## src/rtl/dilithium_low_res_pkg.sv

```systemverilog
// Shared definitions for the low-resource Dilithium command interface:
// opcodes, payload types, default transfer sizes and the responder state set.
package dilithium_low_res_pkg;

   localparam logic [3:0] OP_NOP          = 4'b0000;
   localparam logic [3:0] OP_DIGEST       = 4'b0001;
   localparam logic [3:0] OP_SIGN         = 4'b0010;
   localparam logic [3:0] OP_SIGN_PRECOMP = 4'b0011;
   localparam logic [3:0] OP_VRFY         = 4'b0100;
   localparam logic [3:0] OP_VRFY_PRECOMP = 4'b0101;
   localparam logic [3:0] OP_KGEN         = 4'b0111;

   localparam logic [1:0] OP_CLASS_STOR = 2'b11;
   localparam logic [1:0] OP_CLASS_LOAD = 2'b10;

   localparam logic [1:0] PT_PK   = 2'b00;
   localparam logic [1:0] PT_SK   = 2'b01;
   localparam logic [1:0] PT_SIG  = 2'b10;
   localparam logic [1:0] PT_SEED = 2'b11;

   localparam int PK_WORDS_DEF   = 328;
   localparam int SK_WORDS_DEF   = 640;
   localparam int SIG_WORDS_DEF  = 605;
   localparam int SEED_WORDS_DEF = 8;

   typedef enum logic [2:0] {
      ST_IDLE    = 3'd0,
      ST_STOR    = 3'd1,
      ST_LD_RD   = 3'd2,
      ST_LD_WAIT = 3'd3,
      ST_LD_OUT  = 3'd4,
      ST_EXEC    = 3'd5
   } state_t;

   function automatic logic is_exec_op(input logic [3:0] op);
      case (op)
         OP_DIGEST, OP_SIGN, OP_SIGN_PRECOMP,
         OP_VRFY, OP_VRFY_PRECOMP, OP_KGEN: is_exec_op = 1'b1;
         default:                           is_exec_op = 1'b0;
      endcase
   endfunction

endpackage

```

## src/rtl/op_responder_low_res.sv

```systemverilog
// Command responder: decodes initiator opcodes, streams payloads into and out of
// the payload memory, and launches the compute engine for execution opcodes.
module op_responder_low_res
   import dilithium_low_res_pkg::*;
#(
   parameter int PK_WORDS   = PK_WORDS_DEF,
   parameter int SK_WORDS   = SK_WORDS_DEF,
   parameter int SIG_WORDS  = SIG_WORDS_DEF,
   parameter int SEED_WORDS = SEED_WORDS_DEF
) (
   input  logic        clk,
   input  logic        rst,
   input  logic [3:0]  op_in,
   input  logic        op_valid_in,
   output logic        ready_out,
   input  logic [31:0] data_in,
   input  logic        valid_in,
   output logic        ready_rcv_out,
   output logic [31:0] data_out,
   output logic        valid_out,
   input  logic        ready_rcv_in,
   output logic        mem_we,
   output logic        mem_re,
   output logic [11:0] mem_addr,
   output logic [31:0] mem_wdata,
   input  logic [31:0] mem_rdata,
   output logic        eng_start,
   output logic [3:0]  eng_op,
   input  logic        eng_done,
   output logic        op_error
);

   state_t      state_r, state_next_s;
   logic [9:0]  offset_r, offset_next_s;
   logic [1:0]  type_r, type_next_s;
   logic        accept_s, exec_s, illegal_s, stor_hs_s, last_s;
   logic        ready_rcv_r, valid_out_r, mem_we_r, mem_re_r;
   logic        eng_start_r, op_error_r;
   logic [31:0] data_out_r, mem_wdata_r;
   logic [11:0] mem_addr_r;
   logic [3:0]  eng_op_r;

   function automatic logic [9:0] last_offset(input logic [1:0] ptype);
      case (ptype)
         PT_PK:   last_offset = 10'(PK_WORDS - 1);
         PT_SK:   last_offset = 10'(SK_WORDS - 1);
         PT_SIG:  last_offset = 10'(SIG_WORDS - 1);
         default: last_offset = 10'(SEED_WORDS - 1);
      endcase
   endfunction

   assign last_s = (offset_r == last_offset(type_r));

   // Next-state, offset and command-decode logic
   always_comb begin
      state_next_s  = state_r;
      offset_next_s = offset_r;
      type_next_s   = type_r;
      accept_s      = 1'b0;
      exec_s        = 1'b0;
      illegal_s     = 1'b0;
      stor_hs_s     = 1'b0;
      case (state_r)
         ST_IDLE: begin
            if (op_valid_in) begin
               accept_s      = 1'b1;
               offset_next_s = 10'd0;
               type_next_s   = op_in[1:0];
               if (op_in[3:2] == OP_CLASS_STOR) begin
                  state_next_s = ST_STOR;
               end else if (op_in[3:2] == OP_CLASS_LOAD) begin
                  state_next_s = ST_LD_RD;
               end else if (is_exec_op(op_in)) begin
                  exec_s       = 1'b1;
                  state_next_s = ST_EXEC;
               end else if (op_in == OP_NOP) begin
                  state_next_s = ST_IDLE;
               end else begin
                  illegal_s    = 1'b1;
                  state_next_s = ST_IDLE;
               end
            end else begin
               state_next_s = ST_IDLE;
            end
         end
         ST_STOR: begin
            if (valid_in && ready_rcv_r) begin
               stor_hs_s = 1'b1;
               if (last_s) begin
                  state_next_s = ST_IDLE;
               end else begin
                  offset_next_s = offset_r + 10'd1;
               end
            end else begin
               stor_hs_s = 1'b0;
            end
         end
         ST_LD_RD:   state_next_s = ST_LD_WAIT;
         ST_LD_WAIT: state_next_s = ST_LD_OUT;
         ST_LD_OUT: begin
            if (ready_rcv_in) begin
               if (last_s) begin
                  state_next_s = ST_IDLE;
               end else begin
                  offset_next_s = offset_r + 10'd1;
                  state_next_s  = ST_LD_RD;
               end
            end else begin
               state_next_s = ST_LD_OUT;
            end
         end
         ST_EXEC: begin
            // a done pulse in the launch cycle belongs to no command of ours
            if (eng_done && !eng_start_r) begin
               state_next_s = ST_IDLE;
            end else begin
               state_next_s = ST_EXEC;
            end
         end
         default: state_next_s = ST_IDLE;
      endcase
   end

   // State, counters and registered interface outputs
   always_ff @(posedge clk or posedge rst) begin
      if (rst) begin
         state_r     <= ST_IDLE;
         offset_r    <= 10'd0;
         type_r      <= 2'd0;
         ready_rcv_r <= 1'b0;
         valid_out_r <= 1'b0;
         data_out_r  <= 32'd0;
         mem_we_r    <= 1'b0;
         mem_re_r    <= 1'b0;
         mem_addr_r  <= 12'd0;
         mem_wdata_r <= 32'd0;
         eng_start_r <= 1'b0;
         eng_op_r    <= 4'd0;
         op_error_r  <= 1'b0;
      end else begin
         state_r     <= state_next_s;
         offset_r    <= offset_next_s;
         type_r      <= type_next_s;
         ready_rcv_r <= (state_next_s == ST_STOR);
         valid_out_r <= (state_next_s == ST_LD_OUT);
         mem_re_r    <= (state_next_s == ST_LD_RD);
         mem_we_r    <= stor_hs_s;
         eng_start_r <= accept_s && exec_s;
         op_error_r  <= accept_s && illegal_s;
         if (stor_hs_s) begin
            mem_addr_r  <= {type_r, offset_r};
            mem_wdata_r <= data_in;
         end else if (state_next_s == ST_LD_RD) begin
            mem_addr_r  <= {type_next_s, offset_next_s};
         end
         if (state_r == ST_LD_WAIT) begin
            data_out_r <= mem_rdata;
         end
         if (accept_s && exec_s) begin
            eng_op_r <= op_in;
         end
      end
   end

   assign ready_out     = (state_r == ST_IDLE);
   assign ready_rcv_out = ready_rcv_r;
   assign valid_out     = valid_out_r;
   assign data_out      = data_out_r;
   assign mem_we        = mem_we_r;
   assign mem_re        = mem_re_r;
   assign mem_addr      = mem_addr_r;
   assign mem_wdata     = mem_wdata_r;
   assign eng_start     = eng_start_r;
   assign eng_op        = eng_op_r;
   assign op_error      = op_error_r;

endmodule

```

## config.mk

```make
export PLATFORM = sky130hd
export DESIGN_NAME = op_responder_low_res
export DESIGN_NICKNAME = d
export VERILOG_FILES = /design/src/rtl/dilithium_low_res_pkg.sv /design/src/rtl/op_responder_low_res.sv
export SDC_FILE = /design/constraint.sdc
export NUM_CORES = 1
export LEC_CHECK = 0
export ABC_AREA = 1
export BUFFER_PORTS_ARGS = -buffer_cell sky130_fd_sc_hd__buf_2
export CAP_MARGIN = 15
export CORE_ASPECT_RATIO = 1.2
export CORE_MARGIN = 8
export CORE_UTILIZATION = 50
export CTS_CLUSTER_SIZE = 12
export DETAILED_ROUTE_END_ITERATION = 10
export PLACE_DENSITY = 0.8
export SYNTH_ARGS = -nofsm -noshare
export SYNTH_HDL_FRONTEND = slang
export SYNTH_SLANG_ARGS = --single-unit
```

## constraint.sdc

```tcl
create_clock -name clk -period 3.49 [get_ports clk]
set_input_delay 0.1745 -clock clk [delete_from_list [all_inputs] [get_ports clk]]
set_output_delay 0.1745 -clock clk [all_outputs]
set_load 0.005 [all_outputs]
```

==> flow_metrics.env, run 1 <==
export IMPL_maxSlewViolCount=0
export IMPL_synth_avg_cell_area_um2=8.888
export IMPL_finalClockSkew_ns=0.006234
export IMPL_peakVddDrop_mv=0.5085
export IMPL_cts_tree="yes"
export IMPL_p_per_area_mw_per_mm2=923.0
export IMPL_fin_nets=772
export IMPL_ys_async_sr_fraction=1.000
export IMPL_worst_ep_required_time_ns=3.70
export IMPL_firstDrtPassIters=4
export IMPL_instances_no_fill=821
export IMPL_gp_congestion=0.8791
export IMPL_fin_crit_sh=0.6940
export IMPL_cts_sinks=101
export IMPL_worstSetupPathType="reg2reg"
export IMPL_grt_pass1_wl_um=20930
export IMPL_route_vias_total=4173
export IMPL_die_area_mm2=0.01286
export IMPL_wirelength_um=12850
export IMPL_busiest_layer="met2"
export IMPL_cts_buffer_depth=2
export IMPL_via_per_inst=5.083
export IMPL_drive_gt1_frac=0.3352
export IMPL_synthTopCellsByCount="nand2_1, dfrtp_1, inv_1, nand3_1, mux2_2"
export IMPL_placed_cells=804
export IMPL_use_met2=0.3608
export IMPL_nFillCells=802
export IMPL_outcome="finished, final reports clean"
export IMPL_synth_sequential_area_ratio=0.5335
export IMPL_syn_num_nets=612
export IMPL_worstPathMaxFanout=13
export IMPL_synth_area_mm2=0.004737
export IMPL_tightestPinTransition_ns=0.9661
export IMPL_use_met1=0.2113
export IMPL_area_delta_synth_final_pct=25.75
export IMPL_synth_edff_count=0
export IMPL_synth_warning_count=0
export IMPL_ant_nets=0
export IMPL_ys_ff_latch=101
export IMPL_htreeDepth=3
export IMPL_die_w_um=104.9
export IMPL_arrival_ns=2.64
export IMPL_rows=39
export IMPL_drv_cap=0
export IMPL_coreArea_mm2=0.009369
export IMPL_setup_tns_ns=0
export IMPL_initial_core_util=0.5056
export IMPL_synth_ff_type="dfrtp_1"
export IMPL_yosys_area_top_type="dfrtp_1"
export IMPL_grt_remaining_overflow=0
export IMPL_cts_buffers=9
export IMPL_crit_path_start_kind="flop"
export IMPL_layout_min_cycle_time_ns=2.422
export IMPL_hold_class="in2reg"
export IMPL_syn_inst=533
export IMPL_relSlewSlack=0.3552
export IMPL_setup_slack_ns=1.068
export IMPL_grt_max_degree=45
export IMPL_path_clk_slew_ns=0.07
export IMPL_synthTopCellsByArea="dfrtp_1, nand2_1, mux2_2"
export IMPL_p_leak_uw=0.003273
export IMPL_ios=161
export IMPL_multi_input_area_mm2=0.001938
export IMPL_grt_pass1_vias=4409
export IMPL_use_met3=0.07563
export IMPL_r2r_slack_ns=1.07
export IMPL_insertion_delay_ns=0.34
export IMPL_cts_root_buffer="clkbuf_16"
export IMPL_post_place_ws_ns=1.097
export IMPL_die_h_um=122.6
export IMPL_register_area_mm2=0.002527
export IMPL_drt_iter0_drc=165
export IMPL_numPortBuffers=160
export IMPL_wire_per_inst_um=15.65
export IMPL_rsz0062_at_grt="false"
export IMPL_ys_types=34
export IMPL_hold_viol=0
export IMPL_dp_hpwl_um=9727
export IMPL_end_kind="flop"
export IMPL_drc=0
export IMPL_hold_slack_ns=0.02709
export IMPL_diodes=0
export IMPL_grt_total_usage=0.2017
export IMPL_synth_most_common_cell="nand2_1"
export IMPL_grt_antenna_before_repair=0
export IMPL_yosysTopAreaCellShare=0.5335
export IMPL_setup_viol=0
export IMPL_max_freq_ghz=0.4129
[flip-flops by register name, indices dropped and copies added, names as in the netlist]
| register | flops |
|---|---|
| data_out | 32 |
| eng_op | 4 |
| eng_start | 1 |
| mem_addr | 12 |
| mem_re | 1 |
| mem_wdata | 32 |
| mem_we | 1 |
| offset_r | 10 |
| op_error | 1 |
| ready_rcv_out | 1 |
| state_r | 3 |
| type_r | 2 |
| valid_out | 1 |
[worst paths after layout]
path                               startpoint             to  cells past startpoint
worst max-delay path                type_r[0]    mem_addr[2]                     12
worst min-delay path              data_in[22]  mem_wdata[22]                      3
worst max register to register      type_r[0]    mem_addr[2]                     12
worst min register to register  mem_wdata[13]  mem_wdata[13]                      2
max in group asynchronous                 rst    mem_addr[3]                      4
min in group asynchronous                 rst   data_out[10]                      3
[per-layer routing]
layer,wire [um],share of wire,vias up
met5,0,0,-
li1,-,-,1997
met4,311,0.024,0
met1,4829,0.38,1966
met2,6573,0.51,178
met3,1138,0.089,32
[final cells by class]
class	count	share of cell area
clock inverter	6	0.01176
inverter	50	0.03193
timing repair buffer	166	0.1424
tap	123	0.02583
multi-input combinational	365	0.3254
clock buffer	10	0.03844
sequential	101	0.4243
[layout by cell type, fill, tap and decap left out, drive strengths merged, types with 2 or more instances in the layout]
cell,n
a21oi,14
buf,165
clkbuf,10
clkinv,2
clkinvlp,2
dfrtp,101
ha,5
inv,51
mux2,32
nand2,204
nand3,45
nand4,2
nor2,23
nor3,4
o21ai,18
xnor2,3
xor2,7
[report_power, final]
part / total, uW / internal, uW / switching (uW)
Combinational: 2390 / 1010 / 1380
Sequential: 2090 / 1720 / 376
Clock: 1020 / 563 / 453
[worst max-delay path, stage by stage (launching register included)]
cell      delay, ns
dfrtp_1        0.38
inv_1          0.09
ha_1           0.41
xnor2_1        0.20
nand2_1        0.07
nor2_1         0.17
nand3_4        0.17
nand2_2        0.12
nand2b_4       0.07
nor2_4         0.30
nor2_4         0.13
nand2_1        0.10
nand3_1        0.08
[logic make-up after synthesis]
group / Yosys count / synth area share
flip-flops: 101 / 0.5335
XOR/XNOR: 10 / 0.01849
multiplexers: 32 / 0.07607
buffers and inverters: 67 / 0.05731
adder cells (fa/ha/maj): 5 / 0.01321
AO/OA/AOI/OAI: 36 / 0.04279
AND/OR/NAND/NOR: 282 / 0.2586
[what timing repair did]
item	4_1_cts	5_1_grt
setup buffers	0	0
resized for setup	0	0
endpoints found under the setup margin	0	0
hold buffers	1	0
endpoints found under the hold margin	37	0
[per-stage QoR]
step	total power, uW	util	instance area [um^2]
4_1_cts	5543	0.6358	5957
5_1_grt	5927	0.6358	5957
6_report	5498	0.6358	5957
3_5_place_dp	4503	0.6028	5648
2_1_floorplan	3554	-	4737
3_3_place_gp	4391	0.6028	5648
Power figures use the tool's default switching activity.
==> run 2, diff against run 1 <==
--- a/config.mk
+++ b/config.mk
@@ -5,15 +5,15 @@
 export SDC_FILE = /design/constraint.sdc
 export NUM_CORES = 1
 export LEC_CHECK = 0
-export ABC_AREA = 1
+export ABC_AREA = 0
 export BUFFER_PORTS_ARGS = -buffer_cell sky130_fd_sc_hd__buf_2
 export CAP_MARGIN = 15
 export CORE_ASPECT_RATIO = 1.2
 export CORE_MARGIN = 8
-export CORE_UTILIZATION = 50
+export CORE_UTILIZATION = 49
 export CTS_CLUSTER_SIZE = 12
 export DETAILED_ROUTE_END_ITERATION = 10
-export PLACE_DENSITY = 0.8
+export PLACE_DENSITY = 0.79
 export SYNTH_ARGS = -nofsm -noshare
 export SYNTH_HDL_FRONTEND = slang
 export SYNTH_SLANG_ARGS = --single-unit
==> constraint.sdc (replaced) <==
create_clock -name clk -period 2.5 [get_ports clk]
set_input_delay 0.125 -clock clk [delete_from_list [all_inputs] [get_ports clk]]
set_output_delay 0.125 -clock clk [all_outputs]
set_load 0.005 [all_outputs]
==> run 2 against run 1 <==
Effect of this change:
- the flow now finishes with violations (setup timing)
- area after synthesis decreased by 6.5%
- global-route usage up 2.6 points
- worst hold slack improved by 0.014 ns
- routed wire length is 5.2% higher
- die area shrank 4.0%
- core utilization rose by 7.4 points
- cell count is 5.7% lower
- fmax fell by 3.4%
- combinational power grew 15%
- critical endpoint is now mem_addr[11]
- highest routed layer unchanged
==> flow_metrics.env, run 2 <==
export IMPL_placed_cells=688
export IMPL_violations="setup timing"
export IMPL_hold_class="in2reg"
export IMPL_nFillCells=678
export IMPL_crit_start="type_r[0]"
export IMPL_cts_buffers=9
export IMPL_instances_no_fill=774
export IMPL_multi_input_area_mm2=0.001779
export IMPL_synth_edff_count=0
export IMPL_grt_remaining_overflow=0
export IMPL_synth_avg_cell_area_um2=10.85
export IMPL_p_switching_uw=2412
export IMPL_die_w_um=102.8
export IMPL_crit_chain="inv_2, ha_4, or3b_4, a2111oi_4, and2_4, o221ai_4, and2_2, a221o_1"
export IMPL_coreArea_mm2=0.008939
export IMPL_syn_num_nets=487
export IMPL_synthTopCellsByCount="nand2_1, dfrtp_1, mux2_2, clkbuf_1, inv_1"
export IMPL_relSlewSlack=0.5798
export IMPL_synth_most_common_cell="nand2_1"
export IMPL_finalPower_uw=6411
export IMPL_htreeDepth=3
export IMPL_crit_path_start_kind="flop"
export IMPL_peakVddDrop_mv=0.5859
export IMPL_numPortBuffers=160
export IMPL_power_internal_uw=3998
export IMPL_initial_core_util=0.4954
export IMPL_via_per_inst=5.181
export IMPL_fin_crit_sh=1.002
export IMPL_wirelength_um=13520
export IMPL_ios=161
export IMPL_gp_congestion=0.9139
export IMPL_grt_antenna_before_repair=1
export IMPL_crit_buf_inv=1
export IMPL_path_clk_slew_ns=0.09
export IMPL_drive_gt1_frac=0.3874
export IMPL_rows=38
export IMPL_end_kind="flop"
export IMPL_route_vias_total=4010
export IMPL_setup_viol=4
export IMPL_p_leak_uw=0.003262
export IMPL_synth_sequential_area_ratio=0.5708
export IMPL_grt_max_degree=45
export IMPL_layout_min_cycle_time_ns=2.506
export IMPL_p_seq_frac=0.424
export IMPL_cts_buffer_depth=2
export IMPL_grt_total_usage=0.2273
export IMPL_maxSlewViolCount=0
export IMPL_cts_root_buffer="clkbuf_8"
export IMPL_drc=0
export IMPL_synthTopCellsByArea="dfrtp_1, nand2_1, mux2_2"
export IMPL_p_sw_frac=0.3763
export IMPL_layout_commonest_cell="buf_2"
export IMPL_ant_nets=0
export IMPL_max_stage_delay_ns=0.44
export IMPL_r2r_cells=8
export IMPL_die_area_mm2=0.01235
export IMPL_outcome="finished with violations"
export IMPL_cts_tree="yes"
export IMPL_synth_warning_count=0
export IMPL_firstDrtPassIters=4
export IMPL_drt_iter0_drc=192
export IMPL_dp_hpwl_um=9099
export IMPL_grt_pass1_vias=4385
export IMPL_rsz0062_at_grt="true"
export IMPL_yosysTopAreaCellShare=0.5708
export IMPL_cts_sinks=101
export IMPL_die_h_um=120.1
export IMPL_worst_ep_required_time_ns=2.74
export IMPL_grt_pass1_wl_um=21650
export IMPL_r2r_slack_ns=-0.006
export IMPL_fin_nets=727
export IMPL_area_delta_synth_final_pct=43.20
export IMPL_arrival_ns=2.75
export IMPL_pwr_share_clk=0.148
export IMPL_ys_types=59
export IMPL_cp_depth=8
export IMPL_tightestPinTransition_ns=0.6218
export IMPL_cp_endpoint="mem_addr[11]"
export IMPL_ys_ff_latch=101
export IMPL_setup_slack_ns=-0.006071
export IMPL_worstSetupPathType="reg2reg"
export IMPL_finalClockSkew_ns=0.006206
export IMPL_yosys_area_top_type="dfrtp_1"
export IMPL_max_freq_ghz=0.3990
export IMPL_critPathTopFamily="compound AO/OA/AOI/OAI gates"
export IMPL_synth_area_mm2=0.004428
export IMPL_hold_viol=0
export IMPL_regToRegEndpoint="mem_addr[11]"
export IMPL_ys_async_sr_fraction=1.000
export IMPL_layout_common_cells="buf_2, nand2_1, dfrtp_1"
export IMPL_p_per_area_mw_per_mm2=1011
export IMPL_wire_per_inst_um=17.47
export IMPL_insertion_delay_ns=0.36
export IMPL_synth_ff_type="dfrtp_1"
export IMPL_syn_inst=408
export IMPL_worstPathMaxFanout=6
export IMPL_drv_cap=0
export IMPL_crit_path_top_delay_cell="a2111oi_4"
export IMPL_r2r_start="type_r[0]"
export IMPL_pwr_share_comb=0.428
export IMPL_register_area_mm2=0.002527
-- run 2: cell count changes in the layout (fill, tap and decap cells not counted), sizes merged, moves of 4 or more --
cell,delta
a21oi,-4
a221o,+11
and2,+4
and3,+5
buf,+16
dlygate4sd3,+66
inv,-35
nand2,-89
nand3,-40
nor2,-13
o21ai,-8
xor2,-5
-- run 2: what timing repair did --
item                                    CTS  global route
hold buffers                             65             2
hold endpoints to repair                 79             2
endpoints found under the setup margin    0            12
setup buffers                             0             1
resized for setup                         0             6
-- run 2: cells by family (layout without fill, tap and decap cells) --
| kind of cell | Yosys count | count (layout) | synth area share |
|---|---|---|---|
| adders and majority gates | 5 | 5 | 0.01413 |
| other | 0 | 1 | 0 |
| muxes | 34 | 34 | 0.08618 |
| and+or+nand+nor | 173 | 174 | 0.1825 |
| buffers and inverters | 36 | 280 | 0.03419 |
| xor gates and xnor gates | 4 | 4 | 0.007913 |
| AOI/OAI and AO/OA | 55 | 55 | 0.1043 |
| DFF | 101 | 101 | 0.5708 |
-- run 2: layout make-up --
class                   instances  area share
diodes                          1   0.0003946
flip-flops and latches        101      0.3986
well taps                     120     0.02368
clock inverters                 5    0.005525
multi-input cells             272      0.2806
repair buffers                248      0.2589
inverters                      16     0.01006
clock buffers                  11     0.02230
-- run 2: worst min-delay path by stage --
stage	start	endpoint	slack [ns]	cells after the start
2_1_floorplan	op_in[3]	op_error	0.19	1
5_1_grt	op_in[1]	eng_op[1]	0.04	3
3_5_place_dp	rst	type_r[0]	0.17	2
6_report	op_in[1]	eng_op[1]	0.04	3
4_1_cts	mem_rdata[0]	data_out[0]	0.0007	2
3_3_place_gp	rst	type_r[0]	0.16	2
-- run 2: power by group through the flow --
stage	clock network (uW)	registers, uW	logic, uW
6_report	949	2720	2740
5_1_grt	1050	2800	3030
4_1_cts	976	2690	2680
3_5_place_dp	0	2720	2590
3_3_place_gp	0	2680	2510
2_1_floorplan	0	2750	1390
-- run 2: worst min-delay path, cell delays in order --
cell and delay (ns):
buf_2 0.13, nand2_1 0.06, nand2_1 0.05
-- run 2: per-layer routing --
| layer | part of all wire | up-vias | GRT usage |
|---|---|---|---|
| met1 | 0.35 | 1945 | 0.2340 |
| met5 | 0 | - | 0 |
| met3 | 0.069 | 44 | 0.06779 |
| li1 | - | 1875 | - |
| met4 | 0.044 | 0 | 0.1251 |
| met2 | 0.54 | 146 | 0.3995 |
-- run 2: per-stage QoR --
step / area, um^2 / hold WS [ns] / utilization / setup TNS (ns) / setup WS, ns
floorplan: 4432 / 0.1946 / - / 0 / 0.01859
global placement: 5454 / 0.1585 / 0.6102 / 0 / 0.1090
detailed placement: 5454 / 0.1691 / 0.6102 / 0 / 0.04548
CTS: 6281 / 0.0007402 / 0.7027 / 0 / 0.03675
global route: 6341 / 0.03563 / 0.7094 / -1.198 / -0.1219
finish: 6341 / 0.04096 / 0.7094 / -0.009897 / -0.006071
==> run 3, diff against run 2 <==
--- a/config.mk
+++ b/config.mk
@@ -14,6 +14,7 @@
 export CTS_CLUSTER_SIZE = 12
 export DETAILED_ROUTE_END_ITERATION = 10
 export PLACE_DENSITY = 0.79
+export RECOVER_POWER = 50
 export SYNTH_ARGS = -nofsm -noshare
 export SYNTH_HDL_FRONTEND = slang
 export SYNTH_SLANG_ARGS = --single-unit
==> constraint.sdc (replaced) <==
create_clock -name clk -period 2.69 [get_ports clk]
set_input_delay 0.1345 -clock clk [delete_from_list [all_inputs] [get_ports clk]]
set_output_delay 0.1345 -clock clk [all_outputs]
set_load 0.005 [all_outputs]
==> run 3 against run 2 <==
Effect of this change:
- the run ends with capacitance limit, slew limit left
- via count rose by 0.75%
- cell area fell by 2.3%
- register-to-register slack improved by 0.12 ns
- core utilization fell by 1.6 points
- routed wire length barely moved
- flip-flop and latch count did not move
- critical path depth did not move
- largest power group is now sequential cells
- cell count fell by 1.4%
- setup slack improved by 0.12 ns
- die area did not move
==> flow_metrics.env, run 3 (synthesized netlist as in run 2, its figures left out) <==
export IMPL_arrival_ns=2.83
export IMPL_p_per_area_mw_per_mm2=974.4
export IMPL_pwr_share_comb=0.393
export IMPL_ios=161
export IMPL_end_kind="flop"
export IMPL_route_vias_total=4040
export IMPL_p_seq_frac=0.426
export IMPL_peakVddDrop_mv=0.6559
export IMPL_multi_input_area_mm2=0.001764
export IMPL_layout_min_cycle_time_ns=2.574
export IMPL_p_switching_uw=2278
export IMPL_numPortBuffers=160
export IMPL_drive_gt1_frac=0.2799
export IMPL_grt_antenna_before_repair=0
export IMPL_pwr_share_clk=0.181
export IMPL_crit_chain="inv_2, ha_1, or3b_4, a2111oi_4, and2_4, o221ai_4, and2_4, a221o_1"
export IMPL_area_delta_synth_final_pct=39.93
export IMPL_coreArea_mm2=0.008939
export IMPL_drv_cap=1
export IMPL_crit_path_top_delay_cell="dfrtp_1"
export IMPL_cts_buffers=9
export IMPL_nFillCells=729
export IMPL_via_per_inst=5.295
export IMPL_finalClockSkew_ns=0.01064
export IMPL_grt_max_degree=52
export IMPL_relSlewSlack=-0.02965
export IMPL_drt_iter0_drc=231
export IMPL_setup_tns_ns=0
export IMPL_htreeDepth=3
export IMPL_grt_total_usage=0.2271
export IMPL_power_internal_uw=3760
export IMPL_cts_tree="yes"
export IMPL_crit_buf_inv=1
export IMPL_critPathTopFamily="compound AO/OA/AOI/OAI gates"
export IMPL_critPathMostFrequentCell="and2_4"
export IMPL_violations="capacitance limit, slew limit"
export IMPL_cts_sinks=101
export IMPL_rows=38
export IMPL_hold_class="in2reg"
export IMPL_fin_nets=717
export IMPL_grt_pass1_vias=4225
export IMPL_grt_remaining_overflow=0
export IMPL_worst_ep_required_time_ns=2.95
export IMPL_p_sw_frac=0.3773
export IMPL_gp_congestion=0.9218
export IMPL_firstDrtPassIters=5
export IMPL_fin_crit_sh=0.9568
export IMPL_die_h_um=120.1
export IMPL_max_stage_delay_ns=0.43
export IMPL_hold_viol=0
export IMPL_die_w_um=102.8
export IMPL_max_freq_ghz=0.3885
export IMPL_worstSetupPathType="reg2reg"
export IMPL_insertion_delay_ns=0.37
export IMPL_tightestPinTransition_ns=1.536
export IMPL_maxSlewViolCount=37
export IMPL_wire_per_inst_um=17.72
export IMPL_initial_core_util=0.4954
export IMPL_dp_hpwl_um=9001
export IMPL_ant_nets=0
export IMPL_register_area_mm2=0.002527
export IMPL_diodes=0
export IMPL_cts_buffer_depth=2
export IMPL_path_clk_slew_ns=0.09
export IMPL_fin_util=0.6932
export IMPL_layout_common_cells="nand2_1, dfrtp_1, buf_2"
export IMPL_setup_viol=0
export IMPL_drc=0
export IMPL_outcome="finished with violations"
export IMPL_cts_root_buffer="clkbuf_8"
export IMPL_die_area_mm2=0.01235
export IMPL_grt_pass1_wl_um=21620
export IMPL_layout_commonest_cell="nand2_1"
export IMPL_worstPathMaxFanout=6
export IMPL_p_leak_uw=0.003027
export IMPL_wirelength_um=13520
export IMPL_crit_path_start_kind="flop"
## run 3: changes by cell type in the layout (fill, tap and decap cells not counted), moves of 2 or more
| cell | previous run | this run |
|---|---|---|
| buf_2 | 160 | 95 |
| dlygate4sd3_1 | 67 | 64 |
| bufinv_16 | 0 | 2 |
| clkbuf_1 | 1 | 65 |
| clkinv_2 | 2 | 0 |
| buf_4 | 20 | 12 |
## run 3: path summary, 6_finish.rpt
| kind | from | to | slack, ns | cells after the start |
|---|---|---|---|---|
| min in group asynchronous | rst | mem_wdata[12] | 0.65 | 3 |
| max in group asynchronous | rst | valid_out | 0.65 | 4 |
| hold / removal | mem_rdata[0] | data_out[0] | 0.01 | 2 |
| hold reg to reg | mem_wdata[29] | mem_wdata[29] | 0.48 | 2 |
| setup reg to reg | type_r[0] | mem_addr[10] | 0.12 | 8 |
| setup / recovery | type_r[0] | mem_addr[10] | 0.12 | 8 |
## run 3: power by group through the flow
stage / sequential (uW) / clock, uW / combinational, uW
2_1_floorplan: 2560 / 0 / 1290
3_3_place_gp: 2500 / 0 / 2280
4_1_cts: 2520 / 1100 / 2440
5_1_grt: 2640 / 1160 / 2620
6_report: 2570 / 1090 / 2370
3_5_place_dp: 2540 / 0 / 2370
## run 3: timing repair
action / in CTS / in global routing
setup buffers: 0 / 1
hold endpoints to repair: 96 / 0
hold buffers: 64 / 0
setup endpoints to repair: 0 / 12
gates resized for setup: 0 / 5
## run 3: area by class of cell
class	count	area share
Sequential cell	101	0.4079
Clock buffer	10	0.02221
Clock inverter	6	0.01515
Tap cell	120	0.02423
Inverter	16	0.009895
Multi-Input combinational cell	272	0.2847
Timing Repair Buffer	238	0.2359
## run 3: worst register-to-register path, cell delays in order, from the launching register on
cell and delay (ns):
dfrtp_1 0.43, inv_2 0.10, ha_1 0.15, or3b_4 0.38, a2111oi_4 0.42, and2_4 0.24, o221ai_4 0.15, and2_4 0.25
a221o_1 0.35
## run 3: metal layers
metal / routed length [um] / vias up / global-route usage
li1: - / 1858 / -
met1: 4747 / 1978 / 0.2382
met2: 7248 / 156 / 0.3991
met3: 963 / 48 / 0.06721
met4: 560 / 0 / 0.1151
met5: 0 / - / 0
## run 3: stage by stage
stage	hold WS (ns)	setup slack, ns	area [um^2]	cells	power [uW]
floorplan	0.2041	0.1142	4432	408	3847
global placement	0.3021	0.1413	5401	681	4777
detailed placement	0.3114	0.02242	5401	681	4916
CTS	0.004312	0.01897	6274	761	6072
global route	0.005152	-0.005842	6196	763	6422
finish	0.01181	0.1161	6196	763	6037
